--- src/rtl/synth_sequencer.sv ---
// Timed write sequencer: queued events wait a tick-based delay, then issue one register-bus write.
// Optional replay mode is enabled by defining SYNTH_SEQUENCER_LOOP_EN (adds the loop input).
module synth_sequencer #(
  parameter int unsigned DEPTH    = 16,
  parameter int unsigned TICK_DIV = 48000,
  parameter int unsigned TIMEOUT  = 255
) (
  input  logic                   clk,
  input  logic                   rst,
  input  logic [55:0]            ev_data,
  input  logic                   ev_valid,
  output logic                   ev_ready,
  input  logic                   run,
  input  logic                   flush,
`ifdef SYNTH_SEQUENCER_LOOP_EN
  input  logic                   loop,
`endif
  output logic [7:0]             m_addr,
  output logic [31:0]            m_data,
  output logic                   m_wen,
  input  logic                   m_ready,
  output logic                   busy,
  output logic [$clog2(DEPTH):0] count,
  output logic                   err_timeout
);
  localparam int unsigned PtrW = $clog2(DEPTH);
  localparam int unsigned CntW = $clog2(DEPTH) + 1;
  localparam int unsigned PreW = (TICK_DIV > 1) ? $clog2(TICK_DIV) : 1;
  localparam int unsigned ToW  = (TIMEOUT > 1) ? $clog2(TIMEOUT) : 1;

  typedef enum logic [1:0] {StIdle, StLoad, StWait, StWrite} state_e;

  state_e            state_q;
  logic [55:0]       mem_q [DEPTH];
  logic [PtrW-1:0]   wr_ptr_q, rd_ptr_q;
  logic [CntW-1:0]   count_q, count_d;
  logic [PreW-1:0]   pre_q;
  logic [15:0]       dly_q;
  logic [55:0]       ev_q;
  logic [ToW-1:0]    timer_q;
  logic              m_wen_q, err_q;
  logic [7:0]        m_addr_q;
  logic [31:0]       m_data_q;

  logic        loop_en;
  logic [55:0] head;
  logic        push_ext, push_loop, push, pop, write_done, not_full;
  logic [55:0] push_word;

`ifdef SYNTH_SEQUENCER_LOOP_EN
  assign loop_en = loop;
`else
  assign loop_en = 1'b0;
`endif

  assign head       = mem_q[rd_ptr_q];
  assign not_full   = count_q < CntW'(DEPTH);
  assign ev_ready   = not_full && !flush && !loop_en;
  assign push_ext   = ev_valid && ev_ready;
  assign pop        = (state_q == StLoad) && !flush && (count_q != '0);
  assign write_done = (state_q == StWrite) && (m_ready || timer_q == ToW'(TIMEOUT - 1));
  // Replay re-queues the original event word, not the decremented delay.
  assign push_loop  = write_done && loop_en && !flush && not_full;
  assign push       = push_ext || push_loop;
  assign push_word  = push_loop ? ev_q : ev_data;

  always_comb begin
    count_d = count_q;
    if (flush) begin
      count_d = '0;
    end else if (push && !pop) begin
      count_d = count_q + CntW'(1);
    end else if (!push && pop) begin
      count_d = count_q - CntW'(1);
    end
  end

  always_ff @(posedge clk) begin
    if (push) begin
      mem_q[wr_ptr_q] <= push_word;
    end
  end

  always_ff @(posedge clk) begin
    if (!rst) begin
      state_q  <= StIdle;
      wr_ptr_q <= '0;
      rd_ptr_q <= '0;
      count_q  <= '0;
      pre_q    <= '0;
      dly_q    <= '0;
      ev_q     <= '0;
      timer_q  <= '0;
      m_wen_q  <= 1'b0;
      m_addr_q <= '0;
      m_data_q <= '0;
      err_q    <= 1'b0;
    end else begin
      count_q <= count_d;
      if (flush) begin
        wr_ptr_q <= '0;
        rd_ptr_q <= '0;
      end else begin
        if (push) wr_ptr_q <= wr_ptr_q + PtrW'(1);
        if (pop)  rd_ptr_q <= rd_ptr_q + PtrW'(1);
      end

      unique case (state_q)
        StIdle: begin
          if (run && count_q != '0 && !flush) state_q <= StLoad;
        end
        StLoad: begin
          if (!pop) begin
            state_q <= StIdle;
          end else begin
            ev_q  <= head;
            dly_q <= head[15:0];
            pre_q <= '0;
            if (head[15:0] == 16'd0) begin
              state_q  <= StWrite;
              m_wen_q  <= 1'b1;
              m_addr_q <= head[23:16];
              m_data_q <= head[55:24];
              timer_q  <= '0;
            end else begin
              state_q <= StWait;
            end
          end
        end
        StWait: begin
          if (flush) begin
            state_q <= StIdle;
          end else if (run) begin
            if (pre_q == PreW'(TICK_DIV - 1)) begin
              pre_q <= '0;
              dly_q <= dly_q - 16'd1;
            end else begin
              pre_q <= pre_q + PreW'(1);
            end
            // Leave one cycle before the last tick so WRITE lands exactly delay*TICK_DIV after LOAD.
            if (dly_q == 16'd1 && pre_q == PreW'(TICK_DIV - 2)) begin
              state_q  <= StWrite;
              m_wen_q  <= 1'b1;
              m_addr_q <= ev_q[23:16];
              m_data_q <= ev_q[55:24];
              timer_q  <= '0;
            end
          end
        end
        StWrite: begin
          if (m_ready) begin
            m_wen_q <= 1'b0;
            state_q <= StIdle;
          end else if (timer_q == ToW'(TIMEOUT - 1)) begin
            m_wen_q <= 1'b0;
            err_q   <= 1'b1;
            state_q <= StIdle;
          end else begin
            timer_q <= timer_q + ToW'(1);
          end
        end
        default: state_q <= StIdle;
      endcase
    end
  end

  assign m_addr      = m_addr_q;
  assign m_data      = m_data_q;
  assign m_wen       = m_wen_q;
  assign busy        = state_q != StIdle;
  assign count       = count_q;
  assign err_timeout = err_q;

endmodule

--- config.mk ---
export PLATFORM = sky130hd
export DESIGN_NAME = synth_sequencer
export DESIGN_NICKNAME = d
export VERILOG_FILES = /design/src/rtl/synth_sequencer.sv
export SDC_FILE = /design/constraint.sdc
export NUM_CORES = 1
export LEC_CHECK = 0
export BUFFER_PORTS_ARGS = -buffer_cell sky130_fd_sc_hd__clkbuf_2
export CAP_MARGIN = 0
export CORE_MARGIN = 10
export CORE_UTILIZATION = 40
export CTS_BUF_LIST = sky130_fd_sc_hd__clkbuf_4 sky130_fd_sc_hd__clkbuf_8 sky130_fd_sc_hd__clkbuf_16
export DETAILED_ROUTE_END_ITERATION = 8
export HOLD_SLACK_MARGIN = 0.1
export REMOVE_ABC_BUFFERS = 1
export SLEW_MARGIN = 20
export SYNTH_ARGS = -nofsm -noshare
export SYNTH_HDL_FRONTEND = slang
export SYNTH_SLANG_ARGS = --single-unit
--- constraint.sdc ---
create_clock -name clk -period 7.26 [get_ports clk]
set_input_delay 1.452 -clock clk [delete_from_list [all_inputs] [get_ports clk]]
set_output_delay 1.452 -clock clk [all_outputs]
set_load 0.02 [all_outputs]
Word level (Yosys, flattened, before mapping)
Memories as Yosys holds them, arrays and structs flattened. A register that Yosys moved wholly into a read port is not among the register bits. Cells that the tools add are included.

RAM bits: 896. Output and inout port bits: 49. Input bits: 62. Flip-flop bits (word level): 153. Memories: 1. Word-level logic and storage cells: 123.

Memory list: mem_q (depth 16, width 56, read ports 1, clocked after Yosys merged registers in 1, wr ports 1, line 34) `logic [55:0] mem_q [DEPTH];`.

$add $sub $neg: 7. Reductions and logical operators: 28. Muxes and demuxes: 53. Order comparisons: 1. Eq/ne operators: 19. Bitwise gates (word level): 2.

Operators with widths (number): $mux 32 (5); $mux 16 (8); $mux 8 (12); $pmux 16 s2 (2); $pmux 32 s2 (1); $eq 16x16->1 const B (2); $pmux 8 s3 (1); $add 16x1->16 const B (1); $eq 16x1->1 const B (1); $logic_not 16->1 (1); $ne 2x2->1 const B (8); $pmux 8 s2 (1); $sub 16x1->16 const B (1); $mux 2 (7); $mux 1 (10); $mux 5 (2); $logic_and 1x1->1 (9); $add 4x1->4 const B (2); $add 8x1->8 const B (1); $eq 8x8->1 const B (1); $mux 4 (2); $pmux 2 s4 (1); $reduce_and 4->1 (2); $reduce_and 8->1 (1); other kinds (21) (28).

Depth between registers and ports, before layout
Gate-level depths: netlist (run 1).

Depth after elaboration: 7. Depth in mapped cells: 15.

Worst setup path before layout (run 1)
No wires, ideal clock.

Kind: in2reg. Start: in flush. End: mem mem_q[3][0] (enable). Library setup time: 539 ps. Path slack: 327 ps. Cell stages on the path: 6. Buffers on the path: 2. Arrival: 6394 ps. Cell sequence: clkbuf_1 -> nor2_1 -> and2_1 -> clkbuf_1 -> nand2_1 -> nor3_1.

Cells in the longest elaborated chain, start to end: 5.

Ends and longest elaborated chain: from (decl) (line 14) `input logic flush,`; $logic_not 1->1 (line 58) `assign ev_ready = not_full && !flush && !loop_en;`; $logic_and 1x1->1 (line 58); net ev_ready (line 12) `output logic ev_ready,`; $logic_and 1x1->1 (line 59) `assign push_ext = ev_valid && ev_ready;`; net push (line 47) `logic push_ext, push_loop, push, pop, write_done, not_full;`; $mux 1 (line 79) `if (push) begin`; $mux 1 (implied by the code) (line 80) `mem_q[wr_ptr_q] <= push_word;`; to (decl) (line 34).

The timed path passes the listed nets, and every way through them passes these cells.

==> results of run 1 <==
placed cells by master (no fill, tap or decap), types with 44 or more instances in the layout:
| cell | Yosys | routed |
|---|---|---|
| edfxtp_1 | 896 | 896 |
| mux4_2 | 262 | 262 |
| nand2_1 | 171 | 171 |
| nor2_1 | 167 | 154 |
| dfxtp_1 | 141 | 138 |
| clkbuf_2 | 0 | 109 |
| clkbuf_16 | 0 | 105 |
| a21oi_1 | 80 | 80 |
| mux2i_1 | 48 | 48 |
| or3_1 | 44 | 44 |
state kept, by name, indices dropped and copies added (netlist names), named ones only:
name,flops
mem_q,896
ev_q,40
m_data,32
dly_q,16
pre_q,16
m_addr,8
timer_q,8
count,5
rd_ptr_q,4
wr_ptr_q,4
state_q,2
err_timeout,1
m_wen,1
power groups by stage:
stage | registers, mW | logic, mW | clock network (mW)
after global placement | 6.64 | 0.346 | 0
final | 6.52 | 0.354 | 5.52
after detailed placement | 6.64 | 0.357 | 0
after floorplan | 6.66 | 0.197 | 0
after CTS | 6.52 | 0.358 | 5.63
after global routing | 6.52 | 0.389 | 5.85
logic make-up after synthesis:
logic type      Yosys count  share of synthesized area (%)
flops                  1037                           73.6
simple gates            475                           5.26
mux                     310                           15.8
compound gates          189                           2.90
buf+inv                 135                           1.46
xor+xnor                 19                          0.412
fa+ha+maj                16                          0.515
synthesized netlist by cell type, drive strengths merged, types with 2 or more instances:
cell / n
a211oi: 3
a21o: 4
a21oi: 80
a221oi: 4
a22o: 3
a22oi: 28
a311oi: 2
a31oi: 7
a41oi: 3
and2: 8
and3: 4
and4: 2
buf: 51
clkbuf: 67
dfxtp: 141
edfxtp: 896
ha: 15
inv: 17
mux2i: 48
mux4: 262
nand2: 171
nand2b: 8
nand3: 19
nand4: 10
nor2: 167
nor2b: 7
nor3: 16
nor3b: 2
nor4: 9
o211ai: 2
o21ai: 39
or2: 2
or3: 44
or4: 4
xnor2: 4
xor2: 15
worst min path at each step:
stage | endpoint | startpoint | slack [ps] | cells past startpoint
after CTS | ev_q[36] | ev_q[36] | 460 | 2
after floorplan | timer_q[7] | timer_q[7] | 430 | 1
after global routing | ev_q[26] | ev_q[26] | 470 | 2
after global placement | ev_q[40] | ev_q[40] | 440 | 2
final | ev_q[36] | ev_q[36] | 460 | 2
after detailed placement | ev_q[22] | ev_q[22] | 450 | 2
worst min-delay path, cell delays in order, from the launching register on:
cell and delay [ps]:
dfxtp_1 310, nand2_1 50, a21oi_1 50
area by class of cell:
class | count | area (um2)
well taps | 1298 | 1620
clock buffers | 134 | 2880
multi-input cells | 1009 | 10200
fillers | 8353 | 54000
diodes | 5 | 12.5
clock inverters | 62 | 709
flip-flops and latches | 1037 | 29700
inverters | 17 | 67.6
repair buffers | 150 | 931
stage by stage:
stage / hold WS (ps) / setup WS (ps) / cell area [um2] / std cells
final: 455 / 2970 / 46100 / 3712
after detailed placement: 448 / 2570 / 42500 / 3509
after global routing: 474 / 2600 / 46100 / 3708
after global placement: 443 / 2570 / 42500 / 3508
after CTS: 456 / 2740 / 46100 / 3705
after floorplan: 431 / -4810 / 39800 / 2063
routing by layer:
metal | vias to the layer above | wire length, um | GRT usage, %
met2 | 690 | 45800 | 27.0
met4 | 8 | 2300 | 5.02
met3 | 162 | 6470 | 2.81
met5 | - | 46 | 0
met1 | 11070 | 40900 | 23.3
li1 | 9020 | - | -
==> impl_metrics.py, run 1 <==
metrics = {
    "clock_network": {
        "post_cts_resized": 0,
        "cts-root-buf": "clkbuf_16",
        "path_clk_slew_ps": 60,
        "cts_tree": "built",
        "clock_path_buffers": 3,
        "postCtsSetupBuffers": 0,
        "htreeDepth": 3,
        "clock_sinks": 1037,
        "clock_latency_ps": 690,
        "cts_inserted_buffers": 104,
        "cts_hold_buffers": 0,
    },
    "pwr": {
        "p_sw_share_pct": 20.4,
        "p_leak_nw": 14.8,
        "power_switching_mw": 2.52,
        "power_mw": 12.4,
        "pwr-share-seq_pct": 52.6,
        "powerDensity_nw_per_um2": 268,
        "clkPwrFrac_pct": 44.5,
        "comb_power_share_pct": 2.9,
        "intPower_mw": 9.86,
        "ir_drop_v": 0.000187,
    },
    "logic_synthesis": {
        "synth_edf_count": 896,
        "netlist_area_um2": 40400,
        "synth-async-reset-ratio_pct": 0,
        "synth_top_area_share_pct": 66.7,
        "synthTopCellsByArea": "edfxtp_1, mux4_2, dfxtp_1",
        "ys_ff_latch": 1037,
        "ys.flop_type": "edfxtp_1",
        "seq_area_frac_synth_pct": 73.6,
        "avgSynthCellArea_um2": 18.5,
        "syn_inst": 2181,
        "yosys_warnings": 0,
        "synth_cell_type_count": 62,
        "synth_area_leader_cell": "edfxtp_1",
    },
    "drt": {
        "avgRoutedWirePerCell_um": 25.7,
        "drtPass1Iterations": 7,
        "vias_per_cell": 5.64,
        "ant_nets": 0,
        "wl_um": 95400,
        "drtIter0Drc": 1960,
        "drc": 0,
        "vias": 20950,
    },
    "finish": {
        "area_growth_pct": 14.3,
        "finish.net_count": 2397,
        "drive_gt1_share_pct": 26.2,
        "postLayoutCoreUtil_pct": 46.1,
    },
    "timing": {
        "finalCritPeriodShare_pct": 59.2,
        "timing.slew.headroom_pct": 28.6,
        "min_period_ps": 4290,
        "final.setup.tns_ps": 0,
        "setup_viol": 0,
        "fin_skew_ps": 28.9,
        "hold_viol": 0,
        "drv_slew": 0,
        "tightest_slew_ps": 1070,
        "max_freq_ghz": 0.233,
        "rsz0062_at_grt": "false",
    },
    "floorplan": {
        "core_area_um2": 100000,
        "start_util_pct": 40.3,
        "die_w_um": 338,
        "rows": 116,
        "die-height_um": 338,
        "dieArea_um2": 114000,
        "boundaryPins": 111,
    },
    "critical_path": {
        "r2r_cells": 9,
        "path_delay_family": "simple AND/OR/NAND/NOR gates",
        "cp.depth": 9,
        "start_kind": "flop",
        "crit_top_cell": "buf_4",
        "cp.required_ps": 7800,
        "cp-endpoint": "m_addr[2]",
        "r2r_setup_slack_ps": 2970,
        "slowest_stage": "dfxtp_4",
        "cp_slowest_stage_delay_ps": 790,
        "r2r-end": "m_addr[2]",
        "path_buf_inv": 2,
        "critPathKind": "reg2reg",
        "path_cells": "buf_4 -> mux4_2 -> a22oi_1 -> nand2_1 -> or4_4 -> nor4_4 -> a41oi_4 -> buf_4 -> mux2i_1",
        "cp-end-kind": "flop",
        "worstPathMaxFanout": 34,
        "critPathArrivalTime_ps": 4830,
    },
    "global_routing": {
        "grt_pass1_wl_um": 143000,
        "track_usage_pct": 16.8,
        "antenna_found_initial": 7,
        "grt_max_degree": 94,
        "first_global_vias": 21526,
        "grt-ovfl-total": 0,
    },
    "run": {
        "maxCapViolCount": 0,
    },
    "min_path": {
        "hold_path_class": "reg2reg",
    },
    "place": {
        "dpl.hpwl_um": 53900,
        "place.gp.congestion": 0.787,
        "portBuffers": 110,
    },
    "run_status": {
        "outcome": "finished clean",
    },
}
Note: power is estimated with default switching activity, not from simulation.
==> run 2, diff against run 1 <==
clock period = 4.5 ns   (was 7.26 ns; I/O delays follow)
==> run 2 against run 1 <==
Sequential power grew 61%. Critical path depth did not move. Routed wire length increased by 5.7%. Sequential share of layout area down 0.95 points. Global-route usage grew 0.91 points. Largest cell class unchanged. Highest routed layer unchanged.
==> impl_metrics.py, run 2 (synthesis gave the netlist of run 1 again) <==
metrics = {
    "run_status": {
        "outcome": "finished clean",
    },
    "finish": {
        "drive_gt1_share_pct": 27.1,
        "final_cell_mix": "edfxtp_1, mux4_2, nand2_1, nor2_1, dfxtp_1",
        "area_growth_pct": 16.0,
        "largest_register_ffs": 896,
        "largest_register": "mem_q",
        "fin_cells": 3736,
        "finish.net_count": 2423,
        "final_common_cell": "edfxtp_1",
        "postLayoutCoreUtil_pct": 46.8,
    },
    "drt": {
        "wl_met2_um": 48800,
        "wl_um": 101000,
        "ant_nets": 0,
        "dr.max_layer_used": "met5",
        "wl_met3_um": 7790,
        "drtIter0Drc": 2059,
        "wl_met1_um": 42100,
        "drc": 0,
        "vias_per_cell": 5.70,
        "vias": 21292,
        "drtPass1Iterations": 5,
        "avgRoutedWirePerCell_um": 27.0,
    },
    "global_routing": {
        "antenna_found_initial": 13,
        "grt_max_degree": 106,
        "track_usage_pct": 17.7,
        "grt_pass1_wl_um": 148000,
        "first_global_vias": 21856,
        "grt-ovfl-total": 0,
    },
    "clock_network": {
        "htreeDepth": 3,
        "cts_inserted_buffers": 106,
        "clock_latency_ps": 680,
        "cts_hold_buffers": 0,
        "path_clk_slew_ps": 60,
        "postCtsSetupBuffers": 0,
        "post_cts_resized": 0,
        "cts_tree": "built",
        "clock_path_buffers": 3,
        "clock_sinks": 1037,
        "cts-root-buf": "clkbuf_16",
    },
    "critical_path": {
        "start_kind": "flop",
        "cp-endpoint": "m_addr[3]",
        "r2r_cells": 9,
        "r2r_setup_slack_ps": 710,
        "cp-end-kind": "flop",
        "critPathArrivalTime_ps": 4300,
        "cp.required_ps": 5010,
        "worstPathMaxFanout": 60,
        "critPathKind": "reg2reg",
        "r2r-end": "m_addr[3]",
    },
    "pwr": {
        "powerDensity_nw_per_um2": 439,
        "p_leak_nw": 15.1,
        "ir_drop_v": 0.000291,
        "p_sw_share_pct": 19.7,
        "pwr-share-seq_pct": 51.1,
        "power_switching_mw": 4.06,
        "intPower_mw": 16.5,
        "clkPwrFrac_pct": 46.1,
        "comb_power_share_pct": 2.8,
    },
    "timing": {
        "setup_viol": 0,
        "whs_ps": 454,
        "hold_viol": 0,
        "min_period_ps": 3790,
        "drv_slew": 0,
        "rsz0062_at_grt": "false",
        "tightest_slew_ps": 1150,
        "finalCritPeriodShare_pct": 84.3,
        "fin_skew_ps": 39.5,
        "timing.slew.headroom_pct": 23.0,
        "max_freq_ghz": 0.264,
        "final.setup.tns_ps": 0,
    },
    "run": {
        "maxCapViolCount": 0,
    },
    "floorplan": {
        "die_w_um": 338,
        "boundaryPins": 111,
        "die-height_um": 338,
        "start_util_pct": 40.3,
        "dieArea_um2": 114000,
        "rows": 116,
        "core_area_um2": 100000,
    },
    "place": {
        "dp_cells": 3535,
        "portBuffers": 110,
        "dpl.hpwl_um": 52900,
        "place.gp.congestion": 0.777,
    },
    "min_path": {
        "hold_path_class": "reg2reg",
    },
}
==> run 2: cell type report <==
type                    count  area [um2]
clock buffers             139        3030
repair buffers            174        1380
well taps                1298        1620
flip-flops and latches   1037       29700
clock inverters            58         796
multi-input cells        1009       10200
inverters                  17        67.6
fillers                  8241       53300
diodes                      4        10.0
==> run 2: worst max-delay path, stage by stage, from the launching register on <==
cell and delay, ps:
dfxtp_4 980, buf_4 550, mux4_2 380, a22o_1 250, nor2_1 240, nand2_1 170, nor4_4 250, a41oi_4 190
buf_4 360, mux2i_1 190
==> run 2: power groups by stage <==
| stage | clock (mW) | sequential [mW] | combinational (mW) |
|---|---|---|---|
| after floorplan | 0 | 10.7 | 0.319 |
| after global placement | 0 | 10.7 | 0.551 |
| after detailed placement | 0 | 10.7 | 0.569 |
| after CTS | 9.65 | 10.5 | 0.570 |
| after global routing | 10.0 | 10.5 | 0.620 |
| final | 9.48 | 10.5 | 0.568 |
==> run 2: worst min path at each step <==
| stage | start | end | slack (ps) | depth (start not counted) |
|---|---|---|---|---|
| 2_1_floorplan | timer_q[7] | timer_q[7] | 430 | 1 |
| 3_3_place_gp | ev_q[16] | ev_q[16] | 440 | 2 |
| 3_5_place_dp | ev_q[47] | ev_q[47] | 450 | 2 |
| 4_1_cts | ev_q[47] | ev_q[47] | 450 | 2 |
| 5_1_grt | ev_q[22] | ev_q[22] | 470 | 2 |
| 6_report | ev_q[38] | ev_q[38] | 450 | 2 |
==> run 2: layer usage <==
layer | GRT usage [%] | vias to the layer above
met2 | 28.5 | 805
met5 | 0 | -
met4 | 4.99 | 16
met3 | 3.38 | 166
met1 | 24.4 | 11239
li1 | - | 9066
==> run 2: per-stage QoR <==
stage	setup slack, ps	area (um2)	total power, mW
6_report	707	46800	20.6
5_1_grt	496	46800	21.2
4_1_cts	696	46800	20.7
3_5_place_dp	738	43000	11.3
3_3_place_gp	798	43000	11.3
2_1_floorplan	-7570	39800	11.1
==> run 3, diff against run 2 <==
clock period = 3.1 ns   (was 4.5 ns; I/O delays follow)
==> run 3 against run 2 <==
Flip-flop and latch count did not move. Sequential share of layout area fell by 0.87 points. Worst hold slack got worse by 190 ps. Combinational power rose by 55%.
==> impl_metrics.py, run 3 (synthesis gave the netlist of run 1 again) <==
metrics = {
    "run_status": {
        "outcome": "finished clean",
    },
    "clock_network": {
        "cts-root-buf": "clkbuf_16",
        "clock_path_buffers": 3,
        "clock_latency_ps": 680,
        "clock_sinks": 1037,
        "htreeDepth": 3,
        "path_clk_slew_ps": 60,
        "cts_tree": "built",
        "cts_inserted_buffers": 104,
    },
    "critical_path": {
        "slowest_stage": "mux4_2",
        "worstPathMaxFanout": 15,
        "path_buf_inv": 5,
        "cp.required_ps": 3640,
        "r2r_cells": 12,
        "crit_top_cell": "buf_12",
        "path_cells": "buf_12 -> buf_16 -> mux4_2 -> a22o_1 -> a221oi_2 -> buf_4 -> nand2_4 -> nor4_4 -> a41oi_4 -> buf_12 -> buf_12 -> mux2i_1",
        "cp_slowest_stage_delay_ps": 490,
        "start_kind": "flop",
        "critPathArrivalTime_ps": 3620,
        "cp-end-kind": "flop",
        "r2r-end": "m_addr[3]",
        "path_delay_family": "buffers and inverters",
        "r2r_setup_slack_ps": 20,
        "critPathKind": "reg2reg",
    },
    "global_routing": {
        "grtUsageMet3_pct": 3.41,
        "first_global_vias": 21782,
        "track_usage_pct": 17.8,
        "antenna_found_initial": 13,
        "met1_usage_pct": 24.5,
        "top_usage_layer": "met2",
        "met2_usage_pct": 29.1,
        "grt_pass1_wl_um": 149000,
        "grt-ovfl-total": 0,
        "grt_max_degree": 51,
    },
    "floorplan": {
        "core_area_um2": 100000,
        "boundaryPins": 111,
        "die-height_um": 338,
        "dieArea_um2": 114000,
        "die_w_um": 338,
        "rows": 116,
        "start_util_pct": 40.3,
    },
    "timing": {
        "timing.slew.headroom_pct": 39.0,
        "max_freq_ghz": 0.325,
        "tightest_slew_ps": 915,
        "setup_viol": 0,
        "whs_ps": 268,
        "fin_skew_ps": 28.1,
        "rsz0062_at_grt": "true",
        "finalCritPeriodShare_pct": 99.2,
        "drv_slew": 0,
        "min_period_ps": 3080,
        "hold_viol": 0,
    },
    "pwr": {
        "ir_drop_v": 0.000450,
        "power_mw": 29.8,
        "p_leak_nw": 15.5,
        "powerDensity_nw_per_um2": 627,
    },
    "place": {
        "place.gp.congestion": 0.794,
        "portBuffers": 110,
        "dpl.hpwl_um": 53700,
    },
    "min_path": {
        "hold_end": "err_timeout",
        "hp-start": "m_ready",
        "hold_path_class": "in2reg",
        "whs_path_depth": 4,
    },
    "finish": {
        "fill_cells": 8242,
        "largest_register": "mem_q",
        "final_cell_mix": "edfxtp_1, mux4_2, nand2_1, nor2_1, dfxtp_1",
        "area_growth_pct": 17.6,
        "postLayoutCoreUtil_pct": 47.4,
        "multiInputGateArea_um2": 10300,
        "seq_area_um2": 29700,
        "finish.net_count": 2473,
        "drive_gt1_share_pct": 29.2,
        "final_common_cell": "edfxtp_1",
        "largest_register_ffs": 896,
    },
    "drt": {
        "wl_um": 101000,
        "ant_nets": 0,
        "avgRoutedWirePerCell_um": 26.8,
        "drtPass1Iterations": 5,
        "drtIter0Drc": 2115,
        "drc": 0,
        "vias_per_cell": 5.65,
        "vias": 21424,
    },
    "run": {
        "maxCapViolCount": 0,
    },
}
## run 3: worst max-delay path by stage
stage                     start    endpoint  slack [ps]  cells after the start
after CTS                  flop  timer_q[4]          40                      9
after detailed placement   flop  m_data[15]         -70                      9
final                      flop   m_addr[3]          20                     12
after global placement     flop   m_data[0]         -50                     12
after floorplan            flop   m_addr[0]       -8970                      7
after global routing       flop   m_addr[3]         -70                     12
## run 3: what timing repair did
action	CTS	global route
cloned	2	0
setup buffers	8	6
endpoints found under the setup margin	46	49
resized for setup	22	9
hold buffers	0	0
pin swaps	6	4
## run 3: routing by layer
layer	routed length, um	vias up
met5	63	-
met2	49200	805
met3	7990	124
li1	-	9167
met4	1930	10
met1	42200	11318
## run 3: tightest hold or removal path, delay by kind of cell
family | cells | cell delay, ps
AND/OR/NAND/NOR | 3 | 180
buffers and inverters | 1 | 110
## run 3: through the flow
step                setup WS, ps  instances  TNS (ps)  instance area (um2)
global route               -71.5       3786     -1190                47500
finish                      24.0       3790         0                47500
CTS                         38.3       3779         0                47400
floorplan                  -8970       2063  -2245270                39800
global placement           -49.3       3571     -1700                43300
detailed placement         -73.6       3571     -2280                43300
## run 3: power breakdown
| group | internal (mW) | leakage, nW | switching [mW] |
|---|---|---|---|
| sequential | 15.2 | 9.21 | 0.0301 |
| combinational | 0.331 | 4.38 | 0.548 |
| clock | 8.35 | 1.90 | 5.29 |
| total | 23.9 | 15.5 | 5.87 |
## run 3: cell type report
class                      count  share of cell area, %
sequential                  1037                   62.6
multi-input combinational   1009                   21.6
clock buffer                 142                   6.37
timing repair buffer         226                   4.16
tap                         1298                   3.42
clock inverter                56                   1.64
inverter                      17                  0.142
antenna                        5                 0.0263
